<file path="src/rtl/servo_pwm_gen_pkg.sv">
// rtl/servo_pwm_gen_pkg.sv - shared state encoding, widths and servo timing constants
package servo_pwm_gen_pkg;

  typedef enum logic {
    IDLE = 1'b0,
    RUN  = 1'b1
  } state_t;

  localparam int PERIOD_W_DEF = 20;
  localparam int DUTY_W_DEF   = 12;

  // Scales shared with the set-point calculator: 1 kHz period, duty in percent.
  localparam int SERVO_PERIOD_SCALE = 1000;
  localparam int SERVO_DUTY_SCALE   = 100;

endpackage

</file>
<file path="src/rtl/servo_pwm_gen.sv">
// rtl/servo_pwm_gen.sv - double-buffered servo PWM generator, updates only at period boundaries
module servo_pwm_gen
  import servo_pwm_gen_pkg::*;
#(
  parameter int PERIOD_W = PERIOD_W_DEF,
  parameter int DUTY_W   = DUTY_W_DEF
) (
  input  logic                clk,
  input  logic                rst,
  input  logic                en,
  input  logic                load,
  input  logic [DUTY_W-1:0]   dutty,
  input  logic [PERIOD_W-1:0] period,
  output logic                pwm_out,
  output logic                cycle_done,
  output logic                busy,
  output logic                cfg_err
);

  state_t              state;
  logic [PERIOD_W-1:0] cnt;
  logic [DUTY_W-1:0]   duty_sh;
  logic [PERIOD_W-1:0] per_sh;
  logic [DUTY_W-1:0]   duty_pd;
  logic [PERIOD_W-1:0] per_pd;
  logic                pend;

  logic [PERIOD_W-1:0] duty_ext;
  logic [PERIOD_W-1:0] cnt_nxt;
  logic                at_end;
  logic                load_ok;
  logic                load_bad;
  logic [DUTY_W-1:0]   nxt_duty;
  logic [PERIOD_W-1:0] nxt_per;

  // Compare helpers and the values that take effect at the next period boundary;
  // a load on the boundary edge itself beats any older pending values.
  always_comb begin
    duty_ext = PERIOD_W'(duty_sh);
    cnt_nxt  = cnt + PERIOD_W'(1);
    at_end   = (cnt == per_sh - PERIOD_W'(1));
    load_ok  = load && (period != '0);
    load_bad = load && (period == '0);
    nxt_duty = duty_sh;
    nxt_per  = per_sh;
    if (load_ok) begin
      nxt_duty = dutty;
      nxt_per  = period;
    end else if (pend) begin
      nxt_duty = duty_pd;
      nxt_per  = per_pd;
    end
  end

  // FSM, tick counter, shadow/pending buffers and registered outputs.
  always_ff @(posedge clk or posedge rst) begin
    if (rst) begin
      state      <= IDLE;
      cnt        <= '0;
      duty_sh    <= '0;
      per_sh     <= '0;
      duty_pd    <= '0;
      per_pd     <= '0;
      pend       <= 1'b0;
      pwm_out    <= 1'b0;
      cycle_done <= 1'b0;
      busy       <= 1'b0;
      cfg_err    <= 1'b0;
    end else begin
      cfg_err    <= load_bad;
      cycle_done <= 1'b0;
      case (state)
        IDLE: begin
          pwm_out <= 1'b0;
          busy    <= 1'b0;
          if (load_ok) begin
            duty_sh <= dutty;
            per_sh  <= period;
            pend    <= 1'b0;
            if (en) begin
              cnt     <= '0;
              state   <= RUN;
              busy    <= 1'b1;
              pwm_out <= (dutty != '0);
            end
          end else if (en && (per_sh != '0)) begin
            cnt     <= '0;
            state   <= RUN;
            busy    <= 1'b1;
            pwm_out <= (duty_sh != '0);
          end
        end
        RUN: begin
          if (!at_end) begin
            cnt     <= cnt_nxt;
            pwm_out <= (cnt_nxt < duty_ext);
            if (load_ok) begin
              duty_pd <= dutty;
              per_pd  <= period;
              pend    <= 1'b1;
            end
          end else begin
            // Boundary: latch the next configuration even when stopping so a
            // later restart uses the most recent accepted values.
            cnt        <= '0;
            cycle_done <= 1'b1;
            duty_sh    <= nxt_duty;
            per_sh     <= nxt_per;
            pend       <= 1'b0;
            if (!en) begin
              state   <= IDLE;
              pwm_out <= 1'b0;
              busy    <= 1'b0;
            end else begin
              pwm_out <= (nxt_duty != '0);
            end
          end
        end
        default: state <= IDLE;
      endcase
    end
  end

endmodule

</file>
<file path="config.mk">
export PLATFORM = sky130hd
export DESIGN_NAME = servo_pwm_gen
export DESIGN_NICKNAME = d
export VERILOG_FILES = /design/src/rtl/servo_pwm_gen_pkg.sv /design/src/rtl/servo_pwm_gen.sv
export SDC_FILE = /design/constraint.sdc
export NUM_CORES = 1
export LEC_CHECK = 0
export ABC_AREA = 1
export CAP_MARGIN = 20
export CORE_ASPECT_RATIO = 1.25
export CORE_MARGIN = 3
export CORE_UTILIZATION = 27
export CTS_CLUSTER_DIAMETER = 120
export DETAILED_ROUTE_END_ITERATION = 8
export PLACE_DENSITY_LB_ADDON = 0.3
export SYNTH_ARGS = -nofsm -noshare
export SYNTH_HDL_FRONTEND = slang
export SYNTH_SLANG_ARGS = --single-unit
</file>
<file path="constraint.sdc">
create_clock -name clk -period 3.2 [get_ports clk]
set_input_delay 0.48 -clock clk [delete_from_list [all_inputs] [get_ports clk]]
set_output_delay 0.48 -clock clk [all_outputs]
set_load 0.02 [all_outputs]
</file>
==> reports/results.ini, run 1 <==
[clock_network]
cts_setup_buffers = 0
cts_tree = built
clk_path_buf_depth = 2
cts_max_level = 3
cts_buffers = 9
cts_resized = 0
cts.reportedPaths.clkPinSlew_ns = 0.07
clock-root-buffer = clkbuf_16
cts_sinks = 90
insertion_delay_ns = 0.35
hold_buffers = 0

[detailed_routing]
avgRoutedWirePerCell_um = 14.3
routed_wl_um = 16800
ant_nets = 0
viasPerCell = 4.72
drc = 0
first_pass_iters = 5
num_vias = 5531
drtIter0Drc = 294

[yosys]
yosys.area.top_type = dfrtp_1
seq_area_frac_synth_pct = 38.0
syn-num-nets = 916
synth.area.top_cells = dfrtp_1 (38%), nand2_1 (22%), nand3_1 (6.6%)
synth-main-ff-cell = dfrtp_1
synthCells = 867
yosysUniqueCellTypes = 35
yosys_warnings = 0
syn_avg_cell_area_um2 = 6.83
synth-edff-count = 0
yosys.area.top_type_share_pct = 38.0
yosys_register_bits = 90
synth_area_um2 = 5930
async_reset_ff_share_pct = 100

[setup_path]
r2r-start = per_sh[0]
worst_path_largest_cell_delay_ns = 0.40
crit_path_end_kind = flop
cp_slowest_cell = dfrtp_1
worst_ep_required_time_ns = 3.43
crit_chain = inv_1 -> ha_1 -> inv_1 -> nor2_2 -> nand2_1 -> o21bai_1 -> nand2_1 -> nor2_1 -> nand3_1 -> nor2_4 -> nand2_4 -> nand2_4 -> nand2_2 -> nand2_1 -> nand2_1
worst-path-buf-inv = 2
r2r_slack_ns = 0.31
crit_family = simple AND/OR/NAND/NOR gates
crit_path_max_fanout = 20
path_common_cell = nand2_1
cp.arrival_ns = 3.12
rr_worst_depth = 15
worstSetupPathType = flop to flop
timing.rr.end = per_sh[4]
worst_setup_path_start_kind = flop

[timing]
drv_slew = 0
fmax_mhz = 346
finalSetupViolations = 0
setup_slack_ns = 0.312
relSlewSlack_pct = 57.1
finalSetupTns_ns = 0
fin_crit_ns = 2.89
worstMarginPinSlew_ns = 0.641
hold_viol = 0
rsz0062_at_grt = false
clock_skew_ns = 0.0102
period_share_pct = 90.2

[placement]
gp_congestion = 0.853
dpl.cell_count = 1156
numPortBuffers = 39
dpl.hpwl_um = 12600
dpl_worst_slack_ns = 0.343
place_area_um2 = 6580

[floorplan]
die_w_um = 139
die_h_um = 172
initial_core_util_pct = 28.0
core_area_um2 = 21200
die-area_um2 = 23800
rows = 59
pin_count = 40

[outcome]
status = completed

[global_route]
antenna_found_initial = 0
grt_pass1_wl_um = 27500
grt_pass1_vias = 5256
grt_max_degree = 33
overflow = 0
grt_usage_pct = 14.3

[cells_and_area]
drive_gt1_share_pct = 5.46
register_area_um2 = 2250
final_area_um2 = 6880
areaGrowthSynthToFinish_pct = 16.1
fin_cells = 1172
num-fill-cells = 2300
multi_input_area_um2 = 3140
antennaDiodeCount = 0
final_nets = 942

[worst_hold_path]
min_from = duty_pd[11]
hp-class = flop to flop
holdPathEnd = duty_pd[11]
min_path_cells = 2

[power_and_ir_drop]
powerDensity_nw_per_um2 = 605
vdd_drop_max_uv = 286
power.leakage_nw = 3.50

[job]
max_cap_viol_count = 0

[registers in the layout, summed over array words and instances (netlist names)]
name,flops
duty_sh,12
cfg_err,1
pend,1
pwm_out,1
duty_pd,12
busy,1
cnt,20
per_sh,20
cycle_done,1
per_pd,20
state,1
[Yosys cell counts (2+ instances only)]
| master | count |
|---|---|
| nor2_2 | 6 |
| xnor2_1 | 6 |
| nand3_1 | 78 |
| nor2_4 | 3 |
| nor2_1 | 61 |
| dfrtp_1 | 90 |
| buf_2 | 4 |
| clkbuf_2 | 2 |
| clkinv_1 | 2 |
| nand2_2 | 3 |
| ha_1 | 13 |
| nor4_1 | 8 |
| buf_6 | 4 |
| nor3_1 | 5 |
| nand2_1 | 340 |
| nand4_1 | 41 |
| a21oi_1 | 8 |
| clkbuf_1 | 19 |
| nand2_4 | 2 |
| o22ai_1 | 11 |
| xor2_1 | 21 |
| inv_1 | 84 |
| nand3b_1 | 4 |
| nand3_2 | 2 |
| mux2i_1 | 4 |
| o21ai_0 | 30 |
| buf_1 | 3 |
| buf_4 | 6 |
[where the power goes]
part	switching [mW]	internal [mW]
Sequential	0.272	1.34
Combinational	0.867	0.562
Clock	0.490	0.629
[routing by layer]
metal,wire [um],track usage (%),up-vias
met3,512,2.39,17
met2,8410,26.0,91
li1,-,-,2831
met4,275,3.82,0
met5,0,0,-
met1,7610,17.7,2592
[worst min-delay path, stage by stage, from the launching register on]
cell,delay [ns]
dfrtp_1,0.34
nand2_1,0.05
nand2_1,0.05
[through the flow]
step	power [mW]	hold WS (ns)	utilization, %
finish	4.16	0.471	32.5
global route	4.50	0.497	32.5
CTS	4.19	0.471	32.5
detailed placement	3.06	0.453	31.0
global placement	3.05	0.449	31.0
floorplan	2.65	0.437	-
[worst max-delay path by stage]
stage / start / to / slack (ns) / cells past startpoint
3_3_place_gp: per_sh[0] / per_sh[15] / 0.36 / 15
5_1_grt: per_sh[0] / per_sh[4] / 0.03 / 15
2_1_floorplan: rst / busy / 0.38 / 1
6_report: per_sh[0] / per_sh[4] / 0.31 / 15
3_5_place_dp: per_sh[0] / per_sh[4] / 0.34 / 15
4_1_cts: per_sh[0] / per_sh[4] / 0.32 / 15
[cells by family (layout without fill, tap and decap cells)]
group                      Yosys count  count (layout)  synth area share (%)
AOI/OAI and AO/OA                   52              52                  4.73
xor gates and xnor gates            28              28                  4.37
adders and majority gates           13              13                  2.74
buffers and inverters              125             156                  8.93
DFF                                 90              90                  38.0
muxes                                4               4                 0.676
and+or+nand+nor                    555             555                  40.5
[layout make-up]
class,instances,share of cell area [%]
inverter,87,4.77
timing repair buffer,53,7.38
multi-input combinational,652,45.7
clock inverter,6,0.946
tap,274,4.98
clock buffer,10,3.47
sequential,90,32.7
[layout by cell type, fill, tap and decap left out, types with 5 or more instances in the layout]
master           Yosys  final
a21oi_1              8      8
buf_4                6     13
clkbuf_16            0      9
clkdlybuf4s50_1      0     39
dfrtp_1             90     90
ha_1                13     13
inv_1               84     83
nand2_1            340    340
nand3_1             78     78
nand4_1             41     41
nor2_1              61     61
nor2_2               6      6
nor3_1               5      5
nor4_1               8      8
o21ai_0             30     29
o22ai_1             11     11
xnor2_1              6      6
xor2_1              21     21
No activity file was read; power rests on OpenSTA's default activity.
==> inputs of run 2 (changes only) <==
ABC_CLOCK_PERIOD_IN_PS = 3200   (was default)
==> results of run 2 <==
Final layout, timing and power as in run 1 (identical DEF).
==> inputs of run 3 (changes only) <==
GPL_ROUTABILITY_DRIVEN = 0   (was default)
==> results of run 3 <==
Final layout, timing and power as in run 1 (identical DEF).
==> patch 1: new RTL, config.mk and constraints of run 1 <==
`PERIOD_W_DEF`: 20 -> 22.
--- a/src/rtl/servo_pwm_gen_pkg.sv
+++ b/src/rtl/servo_pwm_gen_pkg.sv
@@ -6,7 +6,7 @@
     RUN  = 1'b1
   } state_t;
 
-  localparam int PERIOD_W_DEF = 20;
+  localparam int PERIOD_W_DEF = 22;
   localparam int DUTY_W_DEF   = 12;
 
   // Scales shared with the set-point calculator: 1 kHz period, duty in percent.
Ports: changed (resized period); port bits go from 40 to 42. The function was not compared with the original's and may differ.
==> patch 1 against run 1 <==
- setup slack gained 0.0066 ns
- total power grew 45%
- maximum frequency grew 0.23%
- clock power is essentially flat
- wire length grew 15%
- count of clock-buffer cells in the layout grew 1
- global-route usage grew 0.37 points
- die area grew 11%
- sequential cell count grew 6
- synthesized area grew 11%
- clock skew shrank 0.0016 ns
- final area grew 11%
- critical endpoint is now duty_pd[2]$_DFFE_PP0P_
==> patch 1: results (changes against run 1) <==
Cells and area
The number of non-clock inverters in the layout came to 85 (-2.3%). The count of buffers not belonging to the clock network in the layout came to 59 (+11%). The final sequential cell count is 96 (+6.7%).

The clock-cell share of area is 3.93% (-0.49 points). The number of multi-input combinational cells is 758 (+16%). The multi-input logic portion of the cell area is 47.4% (+1.7 points). The filler-free cell count of the finished design is 1339 (+14%).

The final net count is 1060 (+13%). The area growth from synthesis to layout is 15.5%. The share of post-route cells with drive strength above 1 is 5.52% (+0.066 points). The fraction of area in registers came to 31.6% (-1.1 points).

The number of fill cells was 2624 (+14%).

Pwr
The maximum VDD drop is 0.256 mV (-11%).

Synthesis
The post-synthesis cell area came to 6580 um2 (+11%). The number of nets in the synthesized netlist came to 1038 (+13%). After synthesis, the most frequently instantiated cells are 381 x nand2_1, 96 x dfrtp_1, 89 x nand3_1, 85 x nor2_1, 82 x inv_1. The gate count after technology mapping is 987 (+14%).

The number of unique standard cell types used by synthesis is 31 (-11%). The share of the yosys chip area belonging to registers is 36.5% (-1.5 points). Sorting the synthesized cells by area gives the leading types as dfrtp_1 36%, nand2_1 22%, nand3_1 6.8%.

Status
The flow ran to the end, and the final reports show no timing, DRC or antenna violations.

Global routing
The met1 track demand over resource in global routing was 19.5% (+1.8 points). The global-route usage over all layers was 14.7% (+0.37 points). The global-route wire length before repair is 31500 um (+14%). The met2 usage in global routing is 25.3% (-0.68 points).

The met3 track demand over resource in global routing is 1.89% (-0.50 points). The number of global-route vias before repair was 5954 (+13%).

Detailed routing
The final wirelength was 19300 um (+15%). The DRC violation total after the first TritonRoute iteration is 376 (+28%). The detailed route wirelength on metal2 is 9660 um (+15%). The total number of vias is 6237 (+13%). The wire length on met1 is 8820 um (+16%). The length of routed met3 wiring is 543 um (+6.1%).

Timing
The clock skew after layout is 0.00852 ns (-0.00164 ns). The worst hold margin came to 0.471 ns (+0.000120 ns).

Critical path
The largest fanout on the critical path is 36 (+80%). The arrival time of the worst setup path is 3.13 ns (about the same).

Placement
The count of input and output buffers is 41 (+5.1%). The cell area after placement is 7310 um2 (+11%). The weighted congestion reported at the end of routability-driven placement is 0.853 (about the same). The HPWL reported at the end of detailed placement is 14500 um (+15%).
patch 1: power by group:
part / total, W / switching, W / internal, W
Sequential: 0.00216 / 0.000542 / 0.00161
Combinational: 0.00275 / 0.00169 / 0.00106
Clock: 0.00112 / 0.000491 / 0.000627
patch 1: worst paths after layout:
kind / start / cells after the start / to
max: per_sh[1]$_DFFE_PP0P_ / 15 / duty_pd[2]$_DFFE_PP0P_
min: per_pd[19]$_DFFE_PP0P_ / 2 / per_pd[19]$_DFFE_PP0P_
max reg2reg: per_sh[1]$_DFFE_PP0P_ / 15 / duty_pd[2]$_DFFE_PP0P_
min reg2reg: per_pd[19]$_DFFE_PP0P_ / 2 / per_pd[19]$_DFFE_PP0P_
max in group asynchronous: rst / 3 / per_sh[1]$_DFFE_PP0P_
min in group asynchronous: rst / 2 / per_pd[13]$_DFFE_PP0P_
patch 1: cells by family after synthesis:
logic type      synth area share, %
simple gates                   43.0
flops                          36.5
buf+inv                        8.76
xor+xnor                       3.86
fa+ha+maj                      2.47
compound gates                 5.40
==> patch 2: new RTL, flow settings as in run 1 <==
Made on the original files. Register the inputs `en`, `load`, `dutty` and `period` before use, without a reset. The logic sees them one clock later.
--- a/src/rtl/servo_pwm_gen.sv
+++ b/src/rtl/servo_pwm_gen.sv
@@ -16,6 +16,18 @@
   output logic                busy,
   output logic                cfg_err
 );
+
+  logic en_q;
+  logic load_q;
+  logic [DUTY_W-1:0] dutty_q;
+  logic [PERIOD_W-1:0] period_q;
+
+  always_ff @(posedge clk) begin
+    en_q     <= en;
+    load_q   <= load;
+    dutty_q  <= dutty;
+    period_q <= period;
+  end
 
   state_t              state;
   logic [PERIOD_W-1:0] cnt;
@@ -39,13 +51,13 @@
     duty_ext = PERIOD_W'(duty_sh);
     cnt_nxt  = cnt + PERIOD_W'(1);
     at_end   = (cnt == per_sh - PERIOD_W'(1));
-    load_ok  = load && (period != '0);
-    load_bad = load && (period == '0);
+    load_ok  = load_q && (period_q != '0);
+    load_bad = load_q && (period_q == '0);
     nxt_duty = duty_sh;
     nxt_per  = per_sh;
     if (load_ok) begin
-      nxt_duty = dutty;
-      nxt_per  = period;
+      nxt_duty = dutty_q;
+      nxt_per  = period_q;
     end else if (pend) begin
       nxt_duty = duty_pd;
       nxt_per  = per_pd;
@@ -74,16 +86,16 @@
           pwm_out <= 1'b0;
           busy    <= 1'b0;
           if (load_ok) begin
-            duty_sh <= dutty;
-            per_sh  <= period;
+            duty_sh <= dutty_q;
+            per_sh  <= period_q;
             pend    <= 1'b0;
-            if (en) begin
+            if (en_q) begin
               cnt     <= '0;
               state   <= RUN;
               busy    <= 1'b1;
-              pwm_out <= (dutty != '0);
+              pwm_out <= (dutty_q != '0);
             end
-          end else if (en && (per_sh != '0)) begin
+          end else if (en_q && (per_sh != '0)) begin
             cnt     <= '0;
             state   <= RUN;
             busy    <= 1'b1;
@@ -95,8 +107,8 @@
             cnt     <= cnt_nxt;
             pwm_out <= (cnt_nxt < duty_ext);
             if (load_ok) begin
-              duty_pd <= dutty;
-              per_pd  <= period;
+              duty_pd <= dutty_q;
+              per_pd  <= period_q;
               pend    <= 1'b1;
             end
           end else begin
@@ -107,7 +119,7 @@
             duty_sh    <= nxt_duty;
             per_sh     <= nxt_per;
             pend       <= 1'b0;
-            if (!en) begin
+            if (!en_q) begin
               state   <= IDLE;
               pwm_out <= 1'b0;
               busy    <= 1'b0;
Formal check against the unedited RTL: not equivalent (a bounded check fails within 4 cycles, from zero or initial values and one cycle with rst high).
==> patch 2 against run 1 <==
- sequential cell count up 34
- total power up 26%
- synthesized area up 10%
- combinational power down 6%
- sequential power up 27%
- synthesized cell count up 2.9%
- sequential share of layout area up 4.6 points
- wire length up 6.2%
- count of clock-buffer cells in the layout up 13
- clock skew down 0.0020 ns
- final area up 14%
- non-clock buffer count up 2
- setup slack better by 0.24 ns
- critical path type unchanged
- critical endpoint is now pwm_out$_DFF_PP0_
- largest cell class unchanged
==> patch 2: results (changes against run 1) <==
Synthesis
The number of nets in the synthesized netlist is 941 (+2.7%). The post-synthesis compound-gate area fraction was 5.12% (+0.39 points). The synthesized-area fraction occupied by adder cells is 2.49% (-0.25 points). The share of the yosys chip area belonging to registers is 45.0% (+7.0 points).

The gate count after technology mapping is 892 (+2.9%). In the post-synthesis netlist, the biggest area contributors are dfrtp_1 35%, nand2_1 19%, dfxtp_1 10%.

Clocking
The clock insertion delay at the later pin of the skew report is 0.41 ns (+0.06 ns). The level count of the clock H-tree is 4 (+1). The clock-pin slew of the registers on the worst-case setup and hold paths is 0.05 ns (-0.02 ns).

Detailed routing
The per-cell via count in the routed design came to 4.52 (-4.2%). The DRC violation total after the first TritonRoute iteration is 306 (+4.1%). The final wirelength came to 17900 um (+6.2%). The routed length per instance was 14.1 um (-1.7%).

Placement
The cell area after placement is 7290 um2 (+11%). The HPWL reported at the end of detailed placement is 12800 um (+0.89%). The weighted congestion reported at the end of routability-driven placement is 0.846 (-0.81%).

Global routing
The global-route usage over all layers is 13.9% (-0.41 points). The number of global-route vias before repair was 5582 (+6.2%). The met1 track demand over resource in global routing is 18.0% (+0.31 points). The global-route wire length before repair was 29500 um (+7.2%). The met2 usage in global routing is 23.6% (-2.4 points). The largest net degree at the start of global routing is 49 (+48%). The met3 track demand over resource in global routing is 2.27% (-0.12 points).

Timing
The worst hold margin is 0.324 ns (-0.146 ns).

Pwr
The switching part of the total power is 34.0% (-5.2 points). The proportion of power drawn by combinational gates came to 25.7% (-8.6 points).

Critical path
The worst register-to-register path ends at pwm_out$_DFF_PP0_. The maximum single-stage delay on the critical path is 0.45 ns (+0.05 ns). The count of cells along the worst register-to-register path was 17 (+2). The startpoint of the most critical register-to-register path is cnt[2]$_DFFE_PP0P_.

Min path
In this run the worst hold path is classified as primary input to async pin.

Status
The run finished with clean final reports.

Cells and area
The final net count was 982 (+4.2%). The share of post-route cells with drive strength above 1 was 6.87% (+1.4 points).
patch 2: changes by cell type after synthesis, sizes merged, moves of 7 or more:
cell / run 1 / this run
buf: 17 / 24
clkbuf: 21 / 9
dfxtp: 0 / 34
inv: 85 / 95
nand2: 345 / 335
nand3: 80 / 66
patch 2: cells by family after synthesis:
kind of cell / after synthesis
flip-flops: 124
buffers and inverters: 128
XOR/XNOR: 27
multiplexers: 1
adder cells (fa/ha/maj): 13
AND/OR/NAND/NOR: 537
AO/OA/AOI/OAI: 62
patch 2: final cells by class:
type | instances | area [um2]
Inverter | 95 | 358
Clock buffer | 23 | 478
Sequential cell | 124 | 2930
Tap cell | 320 | 400
Clock inverter | 9 | 88.8
Timing Repair Buffer | 55 | 523
Multi-Input combinational cell | 640 | 3070
Fill cell | 2504 | 15500
patch 2: metal layers:
layer  share of wire [%]  vias up
met5                   0        -
met1                  45     2645
met2                  49      125
met3                 3.4       22
li1                    -     2931
met4                 2.0        0
patch 2: worst max-delay path by stage:
stage                  startpoint           endpoint  slack (ns)  cells past startpoint
2_1_floorplan                 rst   busy$_DFFE_PP0P_        0.38                      1
3_3_place_gp   cnt[2]$_DFFE_PP0P_  pwm_out$_DFF_PP0_        0.58                     17
3_5_place_dp   cnt[2]$_DFFE_PP0P_  pwm_out$_DFF_PP0_        0.58                     17
4_1_cts        cnt[2]$_DFFE_PP0P_  pwm_out$_DFF_PP0_        0.56                     17
5_1_grt        cnt[2]$_DFFE_PP0P_  pwm_out$_DFF_PP0_        0.32                     17
6_report       cnt[2]$_DFFE_PP0P_  pwm_out$_DFF_PP0_        0.56                     17
